--- src/rtl/tpu_pkg.sv ---
// Shared types and constants for the TPU host sequencer.
// Holds the sequencer state encoding and matrix packing helpers.
package tpu_pkg;

    typedef enum logic [2:0] {
        IDLE,
        LOAD,
        WAIT_DONE,
        GAP,
        READ,
        RESP
    } seq_state_t;

    localparam int N_ELEM = 4;
    localparam int ELEM_W = 8;
    localparam int MAT_W  = 32;

    localparam logic SEL_A = 1'b0;
    localparam logic SEL_B = 1'b1;

    function automatic logic [ELEM_W-1:0] get_elem(
        input logic [MAT_W-1:0] m,
        input logic [1:0]       i
    );
        return m[i*ELEM_W +: ELEM_W];
    endfunction

endpackage

--- src/rtl/tpu_host_sequencer_if.sv ---
// Host-side command/response handshake bundle.
// master = host bus / command FIFO, slave = sequencer.
interface tpu_host_sequencer_if;
    import tpu_pkg::*;

    logic             cmd_valid;
    logic             cmd_ready;
    logic [MAT_W-1:0] cmd_a;
    logic [MAT_W-1:0] cmd_b;
    logic             res_valid;
    logic             res_ready;
    logic [MAT_W-1:0] res_data;
    logic             res_timeout;

    modport master (
        output cmd_valid, cmd_a, cmd_b, res_ready,
        input  cmd_ready, res_valid, res_data, res_timeout
    );

    modport slave (
        input  cmd_valid, cmd_a, cmd_b, res_ready,
        output cmd_ready, res_valid, res_data, res_timeout
    );

endinterface

--- src/rtl/tpu_host_sequencer.sv ---
// Host initiator for the 2x2 systolic matmul controller.
// Loads A/B byte-serially, waits for done, reads C back.
module tpu_host_sequencer
    import tpu_pkg::*;
#(
    parameter int READ_DELAY   = 2,
    parameter int DONE_TIMEOUT = 16
) (
    input  logic        clk,
    input  logic        rst,
    tpu_host_sequencer_if.slave host,
    output logic        busy_o,
    output logic        load_en_o,
    output logic        load_sel_ab_o,
    output logic [1:0]  load_index_o,
    output logic [7:0]  in_data_o,
    output logic        output_en_o,
    output logic [1:0]  output_sel_o,
    input  logic [7:0]  out_data_i,
    input  logic        done_i
);

    localparam logic [4:0] TO_LAST  = 5'(DONE_TIMEOUT - 2);
    localparam logic [4:0] GAP_LAST = 5'(READ_DELAY - 2);

    seq_state_t       state_q;
    logic [4:0]       cnt_q;
    logic [4:0]       cnt_inc;
    logic [MAT_W-1:0] a_q;
    logic [MAT_W-1:0] b_q;
    logic [MAT_W-1:0] res_data_q;
    logic             res_valid_q;
    logic             res_timeout_q;
    logic             busy_q;
    logic             load_en_q;
    logic             load_sel_q;
    logic [1:0]       load_idx_q;
    logic [7:0]       in_data_q;
    logic             output_en_q;
    logic [1:0]       output_sel_q;

    assign cnt_inc = cnt_q + 5'd1;

    assign host.cmd_ready   = (state_q == IDLE);
    assign host.res_valid   = res_valid_q;
    assign host.res_data    = res_data_q;
    assign host.res_timeout = res_timeout_q;

    assign busy_o        = busy_q;
    assign load_en_o     = load_en_q;
    assign load_sel_ab_o = load_sel_q;
    assign load_index_o  = load_idx_q;
    assign in_data_o     = in_data_q;
    assign output_en_o   = output_en_q;
    assign output_sel_o  = output_sel_q;

    // Sequencer FSM; every strobe is registered one cycle ahead of use.
    always_ff @(posedge clk or posedge rst) begin
        if (rst) begin
            state_q       <= IDLE;
            cnt_q         <= '0;
            a_q           <= '0;
            b_q           <= '0;
            res_data_q    <= '0;
            res_valid_q   <= 1'b0;
            res_timeout_q <= 1'b0;
            busy_q        <= 1'b0;
            load_en_q     <= 1'b0;
            load_sel_q    <= 1'b0;
            load_idx_q    <= '0;
            in_data_q     <= '0;
            output_en_q   <= 1'b0;
            output_sel_q  <= '0;
        end else begin
            unique case (state_q)
                IDLE: begin
                    if (host.cmd_valid) begin
                        a_q        <= host.cmd_a;
                        b_q        <= host.cmd_b;
                        cnt_q      <= '0;
                        busy_q     <= 1'b1;
                        load_en_q  <= 1'b1;
                        load_sel_q <= SEL_A;
                        load_idx_q <= 2'd0;
                        in_data_q  <= get_elem(host.cmd_a, 2'd0);
                        state_q    <= LOAD;
                    end
                end
                LOAD: begin
                    if (cnt_q == 5'd7) begin
                        load_en_q  <= 1'b0;
                        load_sel_q <= 1'b0;
                        load_idx_q <= '0;
                        in_data_q  <= '0;
                        cnt_q      <= '0;
                        state_q    <= WAIT_DONE;
                    end else begin
                        cnt_q      <= cnt_inc;
                        load_sel_q <= cnt_inc[2] ? SEL_B : SEL_A;
                        load_idx_q <= cnt_inc[1:0];
                        in_data_q  <= cnt_inc[2]
                                    ? get_elem(b_q, cnt_inc[1:0])
                                    : get_elem(a_q, cnt_inc[1:0]);
                    end
                end
                WAIT_DONE: begin
                    if (done_i) begin
                        cnt_q <= '0;
                        if (READ_DELAY == 1) begin
                            output_en_q  <= 1'b1;
                            output_sel_q <= 2'd0;
                            state_q      <= READ;
                        end else begin
                            state_q <= GAP;
                        end
                    end else if (cnt_q == TO_LAST) begin
                        cnt_q         <= '0;
                        res_data_q    <= '0;
                        res_timeout_q <= 1'b1;
                        res_valid_q   <= 1'b1;
                        state_q       <= RESP;
                    end else begin
                        cnt_q <= cnt_inc;
                    end
                end
                GAP: begin
                    if (cnt_q == GAP_LAST) begin
                        cnt_q        <= '0;
                        output_en_q  <= 1'b1;
                        output_sel_q <= 2'd0;
                        state_q      <= READ;
                    end else begin
                        cnt_q <= cnt_inc;
                    end
                end
                READ: begin
                    res_data_q[cnt_q[1:0]*ELEM_W +: ELEM_W] <= out_data_i;
                    if (cnt_q[1:0] == 2'd3) begin
                        cnt_q         <= '0;
                        output_en_q   <= 1'b0;
                        output_sel_q  <= '0;
                        res_timeout_q <= 1'b0;
                        res_valid_q   <= 1'b1;
                        state_q       <= RESP;
                    end else begin
                        cnt_q        <= cnt_inc;
                        output_sel_q <= cnt_inc[1:0];
                    end
                end
                RESP: begin
                    if (host.res_ready) begin
                        res_valid_q   <= 1'b0;
                        res_timeout_q <= 1'b0;
                        busy_q        <= 1'b0;
                        state_q       <= IDLE;
                    end
                end
                default: state_q <= IDLE;
            endcase
        end
    end

endmodule

--- src/flat_wrapper.sv ---
// flat-port wrapper written by rule: the top's interface ports become plain ports
module tpu_host_sequencer_flat import tpu_pkg::*;
#(
    parameter int READ_DELAY   = 2,
    parameter int DONE_TIMEOUT = 16
)
  (clk, rst, busy_o, load_en_o, load_sel_ab_o, load_index_o, in_data_o, output_en_o, output_sel_o, out_data_i, done_i, host_cmd_valid, host_cmd_a, host_cmd_b, host_res_ready, host_cmd_ready, host_res_valid, host_res_data, host_res_timeout);
  tpu_host_sequencer_if host_i ();
  input  logic clk;
  input  logic rst;
  output logic busy_o;
  output logic load_en_o;
  output logic load_sel_ab_o;
  output logic [1:0] load_index_o;
  output logic [7:0] in_data_o;
  output logic output_en_o;
  output logic [1:0] output_sel_o;
  input  logic [7:0] out_data_i;
  input  logic done_i;
  input wire logic [$bits(host_i.cmd_valid)-1:0] host_cmd_valid;
  input wire logic [$bits(host_i.cmd_a)-1:0] host_cmd_a;
  input wire logic [$bits(host_i.cmd_b)-1:0] host_cmd_b;
  input wire logic [$bits(host_i.res_ready)-1:0] host_res_ready;
  output wire logic [$bits(host_i.cmd_ready)-1:0] host_cmd_ready;
  output wire logic [$bits(host_i.res_valid)-1:0] host_res_valid;
  output wire logic [$bits(host_i.res_data)-1:0] host_res_data;
  output wire logic [$bits(host_i.res_timeout)-1:0] host_res_timeout;
  assign host_i.cmd_valid = host_cmd_valid;
  assign host_i.cmd_a = host_cmd_a;
  assign host_i.cmd_b = host_cmd_b;
  assign host_i.res_ready = host_res_ready;
  assign host_cmd_ready = host_i.cmd_ready;
  assign host_res_valid = host_i.res_valid;
  assign host_res_data = host_i.res_data;
  assign host_res_timeout = host_i.res_timeout;
  tpu_host_sequencer #(.READ_DELAY(READ_DELAY), .DONE_TIMEOUT(DONE_TIMEOUT)) u_core (.clk(clk), .rst(rst), .host(host_i), .busy_o(busy_o), .load_en_o(load_en_o), .load_sel_ab_o(load_sel_ab_o), .load_index_o(load_index_o), .in_data_o(in_data_o), .output_en_o(output_en_o), .output_sel_o(output_sel_o), .out_data_i(out_data_i), .done_i(done_i));
endmodule
--- config.mk ---
export PLATFORM = sky130hd
export DESIGN_NAME = tpu_host_sequencer_flat
export DESIGN_NICKNAME = d
export VERILOG_FILES = /design/src/rtl/tpu_pkg.sv /design/src/rtl/tpu_host_sequencer_if.sv /design/src/rtl/tpu_host_sequencer.sv /design/src/flat_wrapper.sv
export SDC_FILE = /design/constraint.sdc
export NUM_CORES = 1
export LEC_CHECK = 0
export CORE_MARGIN = 2
export CORE_UTILIZATION = 40
export CTS_BUF_LIST = sky130_fd_sc_hd__clkbuf_8 sky130_fd_sc_hd__clkbuf_16
export CTS_CLUSTER_SIZE = 30
export DETAILED_ROUTE_END_ITERATION = 10
export GPL_TIMING_DRIVEN = 0
export PLACE_DENSITY = 0.78
export SYNTH_ARGS = -nofsm -noshare
export SYNTH_HDL_FRONTEND = slang
export SYNTH_SLANG_ARGS = --single-unit
--- constraint.sdc ---
create_clock -name clk -period 5 [get_ports clk]
set_input_delay 1.25 -clock clk [delete_from_list [all_inputs] [get_ports clk]]
set_output_delay 1.25 -clock clk [all_outputs]
set_load 0.01 [all_outputs]
==> flow_metrics.env, run 1 <==
export IMPL_power_leakage_uw=0.003699
export IMPL_slew_viol_final=0
export IMPL_area_delta_synth_final_pct=37.78
export IMPL_drv_max_cap_violation_count=0
export IMPL_drt_met1_wl_um=6448
export IMPL_hp_class="register to register"
export IMPL_synth_flop_cell="dfrtp_1"
export IMPL_placedCellCount=859
export IMPL_route_met3_wl_um=1424
export IMPL_finalNonFillerCells=889
export IMPL_report_final_hold_viol_count=0
export IMPL_remaining_drc_errors=0
export IMPL_ys_warn_count=0
export IMPL_critical_path_class="register to primary output"
export IMPL_worstPathRequired_ps=3750
export IMPL_via_per_inst=5.415
export IMPL_clock_skew_ps=8.822
export IMPL_dp_hpwl_um=11370
export IMPL_status="finished, final reports clean"
export IMPL_coreArea_um2=13770
export IMPL_clock_latency_ps=420
export IMPL_grt_max_degree=86
export IMPL_num_vias=4814
export IMPL_holdBufCountCts=0
export IMPL_slew_limit_headroom_pct=60.57
export IMPL_top_layer_used="met4"
export IMPL_grt_overflow=0
export IMPL_syn_area_per_cell_um2=10.15
export IMPL_synth_edff_count=0
export IMPL_tightest_slew_ps=591.4
export IMPL_grt_util_all_layers_pct=22.25
export IMPL_place_area_um2=7123
export IMPL_clkSlewWorstSetupHoldPaths_ps=60
export IMPL_synth_nets=636
export IMPL_cts_buffers=17
export IMPL_period_minus_slack_ps=3405
export IMPL_grt_pass1_wl_um=25290
export IMPL_crit_fanout=10
export IMPL_rsz0062_at_grt="no"
export IMPL_post_cts_resized=0
export IMPL_grt_pass1_vias=4892
export IMPL_port_buffers=127
export IMPL_postCtsSetupBuffers=0
export IMPL_wl_met2_um=7612
export IMPL_ctsRootBufferMaster="clkbuf_16"
export IMPL_die_y_um=122.3
export IMPL_die_area_um2=14950
export IMPL_firstDrtPassIters=7
export IMPL_synth_cell_types=55
export IMPL_die_w_um=122.3
export IMPL_async_flop_share_pct=100.0
export IMPL_htreeDepth=4
export IMPL_drive_above_1_share_pct=11.28
export IMPL_end_kind="primary output"
export IMPL_place_congestion=0.9294
export IMPL_power_density_nw_per_um2=642.2
export IMPL_antennaDiodeCount=0
export IMPL_yosys_register_bits=122
export IMPL_netlist_instances=551
export IMPL_worstPathArrival_ps=2150
export IMPL_clk_path_buf_depth=2
export IMPL_setup_violations_final=0
export IMPL_first_iter_violations=370
export IMPL_io_pins=128
export IMPL_ant_nets=0
export IMPL_routedWlPerCell_um=17.84
export IMPL_min_period_over_period_pct=68.09
export IMPL_synth_area_um2=5594
export IMPL_wl_um=15860
export IMPL_fin_area_um2=7707
export IMPL_start_kind="register"
export IMPL_start_util_pct=40.62
export IMPL_antenna_found_initial=0
export IMPL_ys_seq_area_share_pct=54.57
export IMPL_max_freq_mhz=293.7
export IMPL_post_route_util_pct=55.96
export IMPL_peakVddDrop_v=0.0003555
export IMPL_nFillCells=1188
export IMPL_num_rows=43
export IMPL_nets=783
export IMPL_cts_tree="yes"
export IMPL_clkSinkCount=122
## registers in the layout (all words and copies together) (netlist names)
name and cells:
u_core.output_sel_o 2, u_core.b_q 32, u_core.load_sel_ab_o 1, u_core.busy_o 1, u_core.host.res_data 32, u_core.host.res_timeout 1, u_core.host.res_valid 1, u_core.load_en_o 1
u_core.in_data_o 8, u_core.cnt_q 5, u_core.output_en_o 1, u_core.a_q 32, u_core.load_index_o 2, u_core.state_q 3
## cell usage in the layout, fill, tap and decap left out, types with 2 or more instances in the layout
cell	n
nor2_2	3
buf_6	2
clkbuf_8	2
nand3_1	3
bufinv_16	3
a21o_1	4
clkinvlp_4	2
inv_1	12
nor2b_1	3
ha_1	8
a31oi_1	4
and4_1	2
o21ai_0	6
a22o_1	33
buf_4	9
clkbuf_16	17
mux2i_1	16
nor3_1	10
buf_2	15
nor2_1	17
clkdlybuf4s50_1	127
mux4_2	9
o22ai_1	9
dfrtp_1	122
clkinv_2	3
nand2_1	209
a22oi_1	7
a21oi_1	15
clkbuf_1	3
## where the power goes
part	switching [uW]	internal [uW]
sequential	272	1400
combinational	1080	975
clock	430	794
## worst paths after layout
path,from,endpoint,slack [ps],depth (start not counted)
max,u_core.state_q[1],host_cmd_ready,1600,4
min,u_core.b_q[21],u_core.b_q[21],470,2
max reg2reg,u_core.cnt_q[0],u_core.in_data_o[2],2310,8
min reg2reg,u_core.b_q[21],u_core.b_q[21],470,2
max in group asynchronous,rst,u_core.output_sel_o[1],3090,3
min in group asynchronous,rst,u_core.host.res_data[11],1190,2
## worst max-delay path, stage by stage, from the launching register on
cell and delay, ps:
dfrtp_1 440, buf_2 220, or2_2 360, nor2_1 150, clkdlybuf4s50_1 560
## layer usage
metal | vias to the layer above | global-route usage [%]
li1 | 2177 | -
met1 | 2329 | 28.48
met2 | 273 | 35.90
met3 | 35 | 6.320
met4 | 0 | 8.477
met5 | - | 0
## logic make-up after synthesis
family	after synthesis	share of synthesized area, %
AOI/OAI and AO/OA	88	11.74
adders and majority gates	8	1.789
and+or+nand+nor	266	21.20
buffers and inverters	40	3.892
muxes	25	6.486
xor gates and xnor gates	2	0.3132
DFF	122	54.57
## cell usage after synthesis (all sizes together), types with 8 or more instances
cell type | n | area share [%]
nand2 | 210 | 14
dfrtp | 122 | 55
a22o | 33 | 5.2
buf | 27 | 3.0
nor2 | 20 | 1.5
mux2i | 16 | 2.9
a21oi | 15 | 1.3
nor3 | 11 | 1.1
inv | 10 | 0.67
o22ai | 10 | 1.4
mux4 | 9 | 3.6
ha | 8 | 1.8
## cell type report
class                      instances  area [um^2]  share of cell area, %
clock inverter                    11        131.4                  1.705
sequential                       122         3053                  39.61
tap                              180        225.2                  2.922
clock buffer                      19        452.9                  5.877
inverter                          10        42.54                 0.5519
buffer                            30        180.2                  2.338
timing repair buffer             128         1299                  16.85
multi-input combinational        389         2323                  30.15
## per-stage QoR
step                      setup slack [ps]  power (uW)  hold slack [ps]  TNS (ps)
final                                 1595        4950            472.3         0
after global routing                  1538        5243            492.7         0
after CTS                             1613        4952            471.0         0
after detailed placement              1901        3710            457.1         0
after global placement              -992.5        3612            453.9   -120020
after floorplan                      507.5        2914            439.8         0
(Power assumes the default switching activity.)
==> run 2, diff against run 1 <==
PLACE_DENSITY = 0.81   (was 0.78)
clock period = 2.8 ns   (was 5 ns; I/O delays follow)
==> flow_metrics.env, run 2 (synthesis gave the netlist of run 1 again) <==
export IMPL_status="finished, final reports clean"
export IMPL_start_util_pct=40.62
export IMPL_grt_util_all_layers_pct=22.25
export IMPL_tightest_slew_ps=605.9
export IMPL_die_y_um=122.3
export IMPL_remaining_drc_errors=0
export IMPL_clkSinkCount=122
export IMPL_grt_pass1_wl_um=25510
export IMPL_most_common_layout_cells="nand2_1, clkdlybuf4s50_1, dfrtp_1"
export IMPL_reg2reg_slack_ps=220
export IMPL_critPathMaxStageDelay_ps=560
export IMPL_antennaDiodeCount=0
export IMPL_grt_pass1_vias=5052
export IMPL_hp_class="register to register"
export IMPL_routedWlPerCell_um=17.66
export IMPL_place_congestion=0.8791
export IMPL_layout_commonest_cell="nand2_1"
export IMPL_holdWs_ps=473.3
export IMPL_die_area_um2=14950
export IMPL_io_pins=128
export IMPL_first_iter_violations=456
export IMPL_nFillCells=1186
export IMPL_finalPower_uw=8818
export IMPL_num_vias=4787
export IMPL_ctsRootBufferMaster="clkbuf_16"
export IMPL_worstPathArrival_ps=2870
export IMPL_clkSlewWorstSetupHoldPaths_ps=50
export IMPL_end_kind="register"
export IMPL_worstPathCellList="buf_2 > inv_1 > ha_1 > buf_2 > mux4_2 > o22ai_1 > nor3_1"
export IMPL_r2r_start="u_core.cnt_q[0]"
export IMPL_area_delta_synth_final_pct=38.51
export IMPL_num_rows=43
export IMPL_die_w_um=122.3
export IMPL_crit_end="u_core.in_data_o[3]"
export IMPL_power_leakage_uw=0.003704
export IMPL_wl_um=15760
export IMPL_drv_max_cap_violation_count=0
export IMPL_slowest_stage="mux4_2"
export IMPL_worstPathRequired_ps=3090
export IMPL_grt_max_degree=44
export IMPL_clk_path_buf_depth=2
export IMPL_period_minus_slack_ps=2583
export IMPL_critical_path_top_delay_family="buffers and inverters"
export IMPL_grt_overflow=0
export IMPL_nets=785
export IMPL_rsz0062_at_grt="no"
export IMPL_min_period_over_period_pct=92.26
export IMPL_start_kind="register"
export IMPL_clock_skew_ps=7.642
export IMPL_peakVddDrop_v=0.0005319
export IMPL_crit_path_frequent_cell="buf_2"
export IMPL_hold_depth=2
export IMPL_firstDrtPassIters=5
export IMPL_port_buffers=127
export IMPL_crit_fanout=10
export IMPL_dp_hpwl_um=11360
export IMPL_ant_nets=0
export IMPL_cts_tree="yes"
export IMPL_max_freq_mhz=387.1
export IMPL_antenna_found_initial=0
export IMPL_worstRegToRegCells=7
export IMPL_slew_limit_headroom_pct=59.31
export IMPL_cts_buffers=17
export IMPL_setup_violations_final=0
export IMPL_drive_above_1_share_pct=12.36
export IMPL_slew_viol_final=0
export IMPL_htreeDepth=4
export IMPL_power_density_nw_per_um2=1138
export IMPL_critical_path_class="register to register"
export IMPL_critical_path_startpoint="u_core.cnt_q[0]"
export IMPL_crit_reg2reg_capture="u_core.in_data_o[3]"
export IMPL_report_final_hold_viol_count=0
export IMPL_via_per_inst=5.367
export IMPL_coreArea_um2=13770
export IMPL_path_buf_inv=3
export IMPL_crit_cells=7
export IMPL_clock_latency_ps=410
run 2: cell types whose count changed in the layout (fill, tap and decap cells not counted):
cell             before  now
buf_12                0    3
clkinv_2              3    6
inv_1                12    9
clkinvlp_4            2    4
buf_16                1    0
clkbuf_8              2    1
clkdlybuf4s50_1     127  126
dlygate4sd2_1         0    1
ha_1                  8    7
ha_2                  0    1
nor2_1               17   16
nor2_2                3    4
run 2: routing by layer:
layer  share of wire (%)  track usage [%]  vias up
met4                 1.7            7.830        0
met3                 7.7            5.297       26
met2                  49            36.22      238
met1                  42            29.16     2331
li1                    -                -     2192
met5                   0                0        -
run 2: how the worst min path moves through the flow:
| stage | from | to |
|---|---|---|
| 6_report | u_core.a_q[2] | u_core.a_q[2] |
| 3_5_place_dp | u_core.b_q[7] | u_core.b_q[7] |
| 4_1_cts | u_core.a_q[10] | u_core.a_q[10] |
| 2_1_floorplan | u_core.a_q[20] | u_core.a_q[20] |
| 3_3_place_gp | u_core.a_q[6] | u_core.a_q[6] |
| 5_1_grt | u_core.b_q[17] | u_core.b_q[17] |
run 2: where the power goes:
part	switching (uW)	leakage, uW	internal (uW)
Clock	791	0.000288	1410
Sequential	485	0.00155	2500
Combinational	1890	0.00186	1740
Total	3160	0.00370	5650
run 2: layout make-up:
| class | count | area [um^2] | share of cell area, % |
|---|---|---|---|
| Timing Repair Buffer | 130 | 1330 | 17.16 |
| Inverter | 10 | 41.29 | 0.5329 |
| Multi-Input combinational cell | 389 | 2328 | 30.05 |
| Buffer | 30 | 180.2 | 2.325 |
| Tap cell | 180 | 225.2 | 2.907 |
| Sequential cell | 122 | 3053 | 39.40 |
| Clock buffer | 18 | 439.2 | 5.668 |
| Clock inverter | 13 | 151.4 | 1.954 |
run 2: metrics by stage:
step | setup TNS (ps) | area, um^2 | instances | utilization (%) | worst slack [ps]
after floorplan | 0 | 5598 | 551 | - | 602.7
after global placement | -60380 | 7094 | 858 | 51.51 | -500.3
after detailed placement | 0 | 7154 | 861 | 51.94 | 159.8
after CTS | 0 | 7744 | 892 | 56.22 | 165.5
after global routing | 0 | 7749 | 892 | 56.26 | 60.09
final | 0 | 7749 | 892 | 56.26 | 216.7
run 2: worst min-delay path, delay by kind of cell (launching register included):
family	cells	cell delay (ps)
flops	1	330
simple gates	2	110
run 2: what timing repair did:
action	CTS	global route
setup buffers	0	0
resized for setup	1	2
hold buffers	0	0
setup endpoints to repair	1	2
